`config.mk`:
```
export PLATFORM = sky130hd
export DESIGN_NAME = rcc_div_seq_ctrl_flat
export DESIGN_NICKNAME = d
export VERILOG_FILES = /design/src/rtl/rcc_div_seq_ctrl_if.sv /design/src/rtl/rcc_div_seq_ctrl.sv /design/src/flat_wrapper.sv
export SDC_FILE = /design/constraint.sdc
export NUM_CORES = 1
export LEC_CHECK = 0
export CORE_MARGIN = 4
export CORE_UTILIZATION = 58
export CTS_CLUSTER_DIAMETER = 60
export DETAILED_ROUTE_END_ITERATION = 10
export HOLD_SLACK_MARGIN = 0.05
export PLACE_DENSITY = 0.82
export SETUP_SLACK_MARGIN = 0.15
export SYNTH_ARGS = -nofsm -noshare
export SYNTH_HDL_FRONTEND = slang
export SYNTH_SLANG_ARGS = --single-unit
export TNS_END_PERCENT = 5
```
`constraint.sdc`:
```
create_clock -name HCLK -period 6 [get_ports HCLK]
set_input_delay 1.8 -clock HCLK [delete_from_list [all_inputs] [get_ports HCLK]]
set_output_delay 1.8 -clock HCLK [all_outputs]
set_load 0.05 [all_outputs]
```
`src/rtl/rcc_div_seq_ctrl_if.sv`:
```
// Signal bundle between the RCC register decode (master) and the divider
// reconfiguration sequencer (slave).
interface rcc_div_seq_ctrl_if;
    logic        cfg_wr;
    logic [23:0] cfg_wdata;
    logic        APB_ACTIVE;
    logic        clk_en;
    logic [7:0]  div_pclk;
    logic [7:0]  div_timclk;
    logic [7:0]  div_wdog;
    logic        div_load;
    logic        busy;
    logic        done;
    logic        overrun;
    logic        err_timeout;

    modport master (
        output cfg_wr, cfg_wdata, APB_ACTIVE,
        input  clk_en, div_pclk, div_timclk, div_wdog, div_load,
               busy, done, overrun, err_timeout
    );

    modport slave (
        input  cfg_wr, cfg_wdata, APB_ACTIVE,
        output clk_en, div_pclk, div_timclk, div_wdog, div_load,
               busy, done, overrun, err_timeout
    );
endinterface

```
`src/rtl/rcc_div_seq_ctrl.sv`:
```
// Glitch-free RCC divider reconfiguration: wait for APB idle, gate, load, settle, ungate.
// Optional APB-idle timeout is enabled by defining RCC_DIV_SEQ_TIMEOUT_EN.
module rcc_div_seq_ctrl #(
    parameter int unsigned GATE_CYCLES    = 2,
    parameter int unsigned SETTLE_CYCLES  = 4,
    parameter int unsigned TIMEOUT_CYCLES = 256,
    parameter logic [7:0]  DEF_PDIV       = 8'd1,
    parameter logic [7:0]  DEF_TDIV       = 8'd1,
    parameter logic [7:0]  DEF_WDIV       = 8'd1
) (
    input  logic              HCLK,
    input  logic              HRESETn,
    rcc_div_seq_ctrl_if.slave bus
);

    localparam int unsigned GS_MAX  = (GATE_CYCLES > SETTLE_CYCLES) ? GATE_CYCLES : SETTLE_CYCLES;
    localparam int unsigned CNT_MAX = (GS_MAX > TIMEOUT_CYCLES) ? GS_MAX : TIMEOUT_CYCLES;
    localparam int unsigned CNT_W   = $clog2(CNT_MAX + 1);

    localparam logic [CNT_W-1:0] GATE_LAST   = CNT_W'(GATE_CYCLES - 1);
    localparam logic [CNT_W-1:0] SETTLE_LAST = CNT_W'(SETTLE_CYCLES - 1);
`ifdef RCC_DIV_SEQ_TIMEOUT_EN
    localparam logic [CNT_W-1:0] TMO_LAST    = CNT_W'(TIMEOUT_CYCLES - 1);
`endif

    typedef enum logic [1:0] {IDLE, WAIT_IDLE, GATE, SETTLE} state_t;

    state_t           state, state_nxt;
    logic [CNT_W-1:0] cnt, cnt_nxt;
    logic [23:0]      act, act_nxt;
    logic [23:0]      pend, pend_nxt;
    logic             pend_v, pend_v_nxt;
    logic             clk_en_q, clk_en_nxt;
    logic [7:0]       pdiv, pdiv_nxt;
    logic [7:0]       tdiv, tdiv_nxt;
    logic [7:0]       wdiv, wdiv_nxt;
    logic             load_q, load_nxt;
    logic             done_q, done_nxt;
    logic             ovr_q, ovr_nxt;
    logic             tmo_q, tmo_nxt;
    logic             req;

    // An all-zero write would change nothing, so it is not treated as a request.
    assign req = bus.cfg_wr && (bus.cfg_wdata != 24'd0);

    always_ff @(posedge HCLK or negedge HRESETn) begin
        if (!HRESETn) begin
            state    <= IDLE;
            cnt      <= '0;
            act      <= '0;
            pend     <= '0;
            pend_v   <= 1'b0;
            clk_en_q <= 1'b1;
            pdiv     <= DEF_PDIV;
            tdiv     <= DEF_TDIV;
            wdiv     <= DEF_WDIV;
            load_q   <= 1'b0;
            done_q   <= 1'b0;
            ovr_q    <= 1'b0;
            tmo_q    <= 1'b0;
        end else begin
            state    <= state_nxt;
            cnt      <= cnt_nxt;
            act      <= act_nxt;
            pend     <= pend_nxt;
            pend_v   <= pend_v_nxt;
            clk_en_q <= clk_en_nxt;
            pdiv     <= pdiv_nxt;
            tdiv     <= tdiv_nxt;
            wdiv     <= wdiv_nxt;
            load_q   <= load_nxt;
            done_q   <= done_nxt;
            ovr_q    <= ovr_nxt;
            tmo_q    <= tmo_nxt;
        end
    end

    always_comb begin
        state_nxt  = state;
        cnt_nxt    = cnt;
        act_nxt    = act;
        pend_nxt   = pend;
        pend_v_nxt = pend_v;
        clk_en_nxt = clk_en_q;
        pdiv_nxt   = pdiv;
        tdiv_nxt   = tdiv;
        wdiv_nxt   = wdiv;
        load_nxt   = 1'b0;
        done_nxt   = 1'b0;
        ovr_nxt    = 1'b0;
        tmo_nxt    = 1'b0;

        case (state)
            IDLE: begin
                if (pend_v) begin
                    act_nxt    = pend;
                    pend_v_nxt = 1'b0;
                    cnt_nxt    = '0;
                    state_nxt  = WAIT_IDLE;
                end else if (req) begin
                    act_nxt   = bus.cfg_wdata;
                    cnt_nxt   = '0;
                    state_nxt = WAIT_IDLE;
                end
            end
            WAIT_IDLE: begin
                if (!bus.APB_ACTIVE) begin
                    clk_en_nxt = 1'b0;
                    cnt_nxt    = '0;
                    state_nxt  = GATE;
                end
`ifdef RCC_DIV_SEQ_TIMEOUT_EN
                else if (cnt == TMO_LAST) begin
                    tmo_nxt   = 1'b1;
                    cnt_nxt   = '0;
                    state_nxt = IDLE;
                end else begin
                    cnt_nxt = cnt + 1'b1;
                end
`endif
            end
            GATE: begin
                if (cnt == GATE_LAST) begin
                    if (act[7:0]   != 8'd0) pdiv_nxt = act[7:0];
                    if (act[15:8]  != 8'd0) tdiv_nxt = act[15:8];
                    if (act[23:16] != 8'd0) wdiv_nxt = act[23:16];
                    load_nxt  = 1'b1;
                    cnt_nxt   = '0;
                    state_nxt = SETTLE;
                end else begin
                    cnt_nxt = cnt + 1'b1;
                end
            end
            SETTLE: begin
                if (cnt == SETTLE_LAST) begin
                    clk_en_nxt = 1'b1;
                    done_nxt   = 1'b1;
                    cnt_nxt    = '0;
                    state_nxt  = IDLE;
                end else begin
                    cnt_nxt = cnt + 1'b1;
                end
            end
            default: state_nxt = IDLE;
        endcase

        // Requests not taken straight into the active slot land in the one-deep buffer;
        // a buffer being drained into the active slot this cycle is not an overwrite.
        if (req && !(state == IDLE && !pend_v)) begin
            pend_nxt   = bus.cfg_wdata;
            pend_v_nxt = 1'b1;
            ovr_nxt    = pend_v && (state != IDLE);
        end
    end

    assign bus.clk_en      = clk_en_q;
    assign bus.div_pclk    = pdiv;
    assign bus.div_timclk  = tdiv;
    assign bus.div_wdog    = wdiv;
    assign bus.div_load    = load_q;
    assign bus.busy        = (state != IDLE);
    assign bus.done        = done_q;
    assign bus.overrun     = ovr_q;
    assign bus.err_timeout = tmo_q;

endmodule

```
`src/flat_wrapper.sv`:
```
// flat-port wrapper written by rule: the top's interface ports become plain ports
module rcc_div_seq_ctrl_flat 
#(
    parameter int unsigned GATE_CYCLES    = 2,
    parameter int unsigned SETTLE_CYCLES  = 4,
    parameter int unsigned TIMEOUT_CYCLES = 256,
    parameter logic [7:0]  DEF_PDIV       = 8'd1,
    parameter logic [7:0]  DEF_TDIV       = 8'd1,
    parameter logic [7:0]  DEF_WDIV       = 8'd1
)
  (HCLK, HRESETn, bus_cfg_wr, bus_cfg_wdata, bus_APB_ACTIVE, bus_clk_en, bus_div_pclk, bus_div_timclk, bus_div_wdog, bus_div_load, bus_busy, bus_done, bus_overrun, bus_err_timeout);
  rcc_div_seq_ctrl_if bus_i ();
  input  logic HCLK;
  input  logic HRESETn;
  input wire logic [$bits(bus_i.cfg_wr)-1:0] bus_cfg_wr;
  input wire logic [$bits(bus_i.cfg_wdata)-1:0] bus_cfg_wdata;
  input wire logic [$bits(bus_i.APB_ACTIVE)-1:0] bus_APB_ACTIVE;
  output wire logic [$bits(bus_i.clk_en)-1:0] bus_clk_en;
  output wire logic [$bits(bus_i.div_pclk)-1:0] bus_div_pclk;
  output wire logic [$bits(bus_i.div_timclk)-1:0] bus_div_timclk;
  output wire logic [$bits(bus_i.div_wdog)-1:0] bus_div_wdog;
  output wire logic [$bits(bus_i.div_load)-1:0] bus_div_load;
  output wire logic [$bits(bus_i.busy)-1:0] bus_busy;
  output wire logic [$bits(bus_i.done)-1:0] bus_done;
  output wire logic [$bits(bus_i.overrun)-1:0] bus_overrun;
  output wire logic [$bits(bus_i.err_timeout)-1:0] bus_err_timeout;
  assign bus_i.cfg_wr = bus_cfg_wr;
  assign bus_i.cfg_wdata = bus_cfg_wdata;
  assign bus_i.APB_ACTIVE = bus_APB_ACTIVE;
  assign bus_clk_en = bus_i.clk_en;
  assign bus_div_pclk = bus_i.div_pclk;
  assign bus_div_timclk = bus_i.div_timclk;
  assign bus_div_wdog = bus_i.div_wdog;
  assign bus_div_load = bus_i.div_load;
  assign bus_busy = bus_i.busy;
  assign bus_done = bus_i.done;
  assign bus_overrun = bus_i.overrun;
  assign bus_err_timeout = bus_i.err_timeout;
  rcc_div_seq_ctrl #(.GATE_CYCLES(GATE_CYCLES), .SETTLE_CYCLES(SETTLE_CYCLES), .TIMEOUT_CYCLES(TIMEOUT_CYCLES), .DEF_PDIV(DEF_PDIV), .DEF_TDIV(DEF_TDIV), .DEF_WDIV(DEF_WDIV)) u_core (.HCLK(HCLK), .HRESETn(HRESETn), .bus(bus_i));
endmodule
```
==> flow_summary.toml <==
[timing]
worst_slew_pin_slew_ps = 1140
fmax_ghz = 0.225
relSlewSlack = 0.241
holdWs_ps = 504
slew_viol_final = 0
fin_worst_skew_ps = 7.87
finalSetupViolCount = 0
min_period_ps = 4440
rsz0062_at_grt = "false"
fin_crit_sh = 0.740
hold_violations = 0
fin_tns_setup_ps = 0

[pwr]
leakage_nw = 2.20
peakVddDrop_v = 0.000371
power_w = 0.00268
p_per_area_nw_per_um2 = 550

[layout]
post-route-util = 0.720
multi_input_area_um2 = 1670
synthToLayoutAreaGrowth_pct = 21.5
insertedDiodeCount = 0
final_common_cell = "dfrtp_1"
fin_nets = 402
design_area_um2 = 4860
seq_area_um2 = 2210
fill_cells = 472
layout_common_cells = "dfrtp_1, clkdlybuf4s50_1, nand2_1, mux2_2, and3_1"
final_layout_size_suffix_gt1_frac = 0.201

[yosys]
synthFlopType = "dfrtp_1"
syn_area_per_cell_um2 = 12.6
synth_area_um2 = 4000
yosysSeqAreaShare = 0.551
synth-async-reset-ratio = 1.00
synth_seq_cells = 88
syn_nets = 352
netlist-cell-type-count = 42
synth-edff-count = 0
yosysWarnings = 0
syn-instance-count = 318

[worst_setup_path]
worstSetupStartpointType = "input pin"
startpoint = "bus_cfg_wdata[22]"
crit_path_end_kind = "flop"
r2r_end = "u_core.cnt[2]$_DFFE_PN0P_"
r2r_start = "u_core.state[0]$_DFFE_PN0P_"
path_class = "input pin to flop"
r2r_slack_ps = 2450
critPathArrivalTime_ps = 4680
cp.required_ps = 6250
crit_path_max_fanout = 24
crit_end = "u_core.pend[19]$_DFFE_PN0P_"
reg2reg_depth = 7

[die]
dieArea_um2 = 8300
die_w_um = 91.1
coreArea_um2 = 6760
rows = 30
ios = 58
die_y_um = 91.1
initial_core_util = 0.593

[placement]
dp_hpwl_um = 5880
dpl_cell_area_um2 = 4570
port_buffers = 56
gp_congestion = 0.777

[clocking]
cts_made_buffers = 9
cts_buffer_depth = 2
root_buffer = "clkbuf_8"
hold_buffers = 0
clkSinkCount = 88
htreeDepth = 3
cts_tree = "done"
postCtsResizedCells = 0
clock_latency_ps = 370
path_clk_slew_ps = 80
cts_setup_buffers = 0

[routing]
drc = 0
drt_pass1_iterations = 4
vias = 2815
antenna_left = 0
wl_um = 8800
via_per_inst = 6.21
drtIter0Drc = 175
wl_per_cell_um = 19.4

[run]
cap_violations = 0

[run_status]
outcome = "complete, no violations"

[global_routing]
grt_usage = 0.223
antenna_found_initial = 0
grt_first_pass_wirelength_um = 14500
grt_pass1_vias = 2872
grt_max_degree = 89
gr-total-overflow = 0

[worst_hold_path]
hold_path.class = "flop to flop"
-- where the power goes --
| part | total, W | internal (W) | leakage, nW | switching, W |
|---|---|---|---|---|
| combinational | 0.00112 | 0.000486 | 0.980 | 0.000630 |
| clock | 0.000577 | 0.000362 | 0.140 | 0.000215 |
| sequential | 0.000983 | 0.000808 | 1.08 | 0.000175 |
| total | 0.00268 | 0.00166 | 2.20 | 0.00102 |
-- critical path: stages --
cell and delay [ps]:
clkdlybuf4s50_1 480, nor4_1 440, nand4_1 180, o21a_1 440, nand2_1 910, mux2_2 420
-- how the worst min path moves through the flow --
stage | from | end | slack (ps) | cells after the start
2_1_floorplan | u_core.pend[22]$_DFFE_PN0P_ | u_core.pend[22]$_DFFE_PN0P_ | 470 | 1
3_3_place_gp | u_core.pend[22]$_DFFE_PN0P_ | u_core.pend[22]$_DFFE_PN0P_ | 480 | 1
3_5_place_dp | u_core.pend[22]$_DFFE_PN0P_ | u_core.pend[22]$_DFFE_PN0P_ | 490 | 1
4_1_cts | u_core.pend[22]$_DFFE_PN0P_ | u_core.pend[22]$_DFFE_PN0P_ | 510 | 1
5_1_grt | u_core.bus.div_timclk[1]$_DFFE_PN0P_ | u_core.bus.div_timclk[1]$_DFFE_PN0P_ | 530 | 1
6_report | u_core.bus.div_timclk[2]$_DFFE_PN0P_ | u_core.bus.div_timclk[2]$_DFFE_PN0P_ | 500 | 1
-- final cells by class --
| type | count | share of cell area |
|---|---|---|
| sequential | 88 | 0.454 |
| inverter | 9 | 0.00694 |
| timing repair buffer | 57 | 0.116 |
| clock inverter | 7 | 0.0342 |
| multi-input combinational | 203 | 0.343 |
| clock buffer | 9 | 0.0255 |
| tap | 80 | 0.0206 |
-- cell families after synthesis --
kind of cell               Yosys count  share of synthesized area
AOI/OAI and AO/OA                   60                      0.113
adders and majority gates            6                     0.0187
buffers and inverters               27                     0.0322
DFF                                 88                      0.551
muxes                               44                      0.140
other                                1                   0.000937
and+or+nand+nor                     92                      0.143
-- cells in the mapped netlist (2+ instances only) --
cell,number,area share
a22o_1,12,0.026
dfstp_2,4,0.026
nand2_1,24,0.023
o21ai_1,3,0.0037
a21oi_1,7,0.0087
nand2_8,3,0.015
and2_1,2,0.0031
inv_1,9,0.0084
nand3_1,8,0.010
o21ai_0,11,0.014
nor2_1,4,0.0037
mux2_2,24,0.068
nor4_1,12,0.019
ha_1,6,0.019
mux2_4,18,0.068
and3_1,20,0.031
dfrtp_1,84,0.53
nand4_1,4,0.0062
buf_2,6,0.0075
a221o_1,18,0.045
nand2b_1,5,0.0078
o22ai_1,4,0.0062
or4b_2,3,0.0075
clkbuf_1,9,0.0084
-- metrics by stage --
stage | setup WS (ps) | cells
5_1_grt | 1470 | 453
4_1_cts | 1640 | 453
3_3_place_gp | 1290 | 437
2_1_floorplan | 2740 | 318
6_report | 1560 | 453
3_5_place_dp | 1260 | 437
-- registers in the layout, summed over array words and instances (netlist names), 2 cells and up --
signal / cells
u_core.bus.div_timclk: 8
u_core.state: 2
u_core.pend: 24
u_core.cnt: 9
u_core.bus.div_wdog: 8
u_core.act: 24
u_core.bus.div_pclk: 8
-- metal layers --
metal	vias up	track usage	part of all wire
met5	-	0	0
met4	0	0.0917	0.015
met3	13	0.0497	0.060
met2	88	0.345	0.48
met1	1429	0.304	0.45
li1	1285	-	-
(Power assumes the default switching activity.)
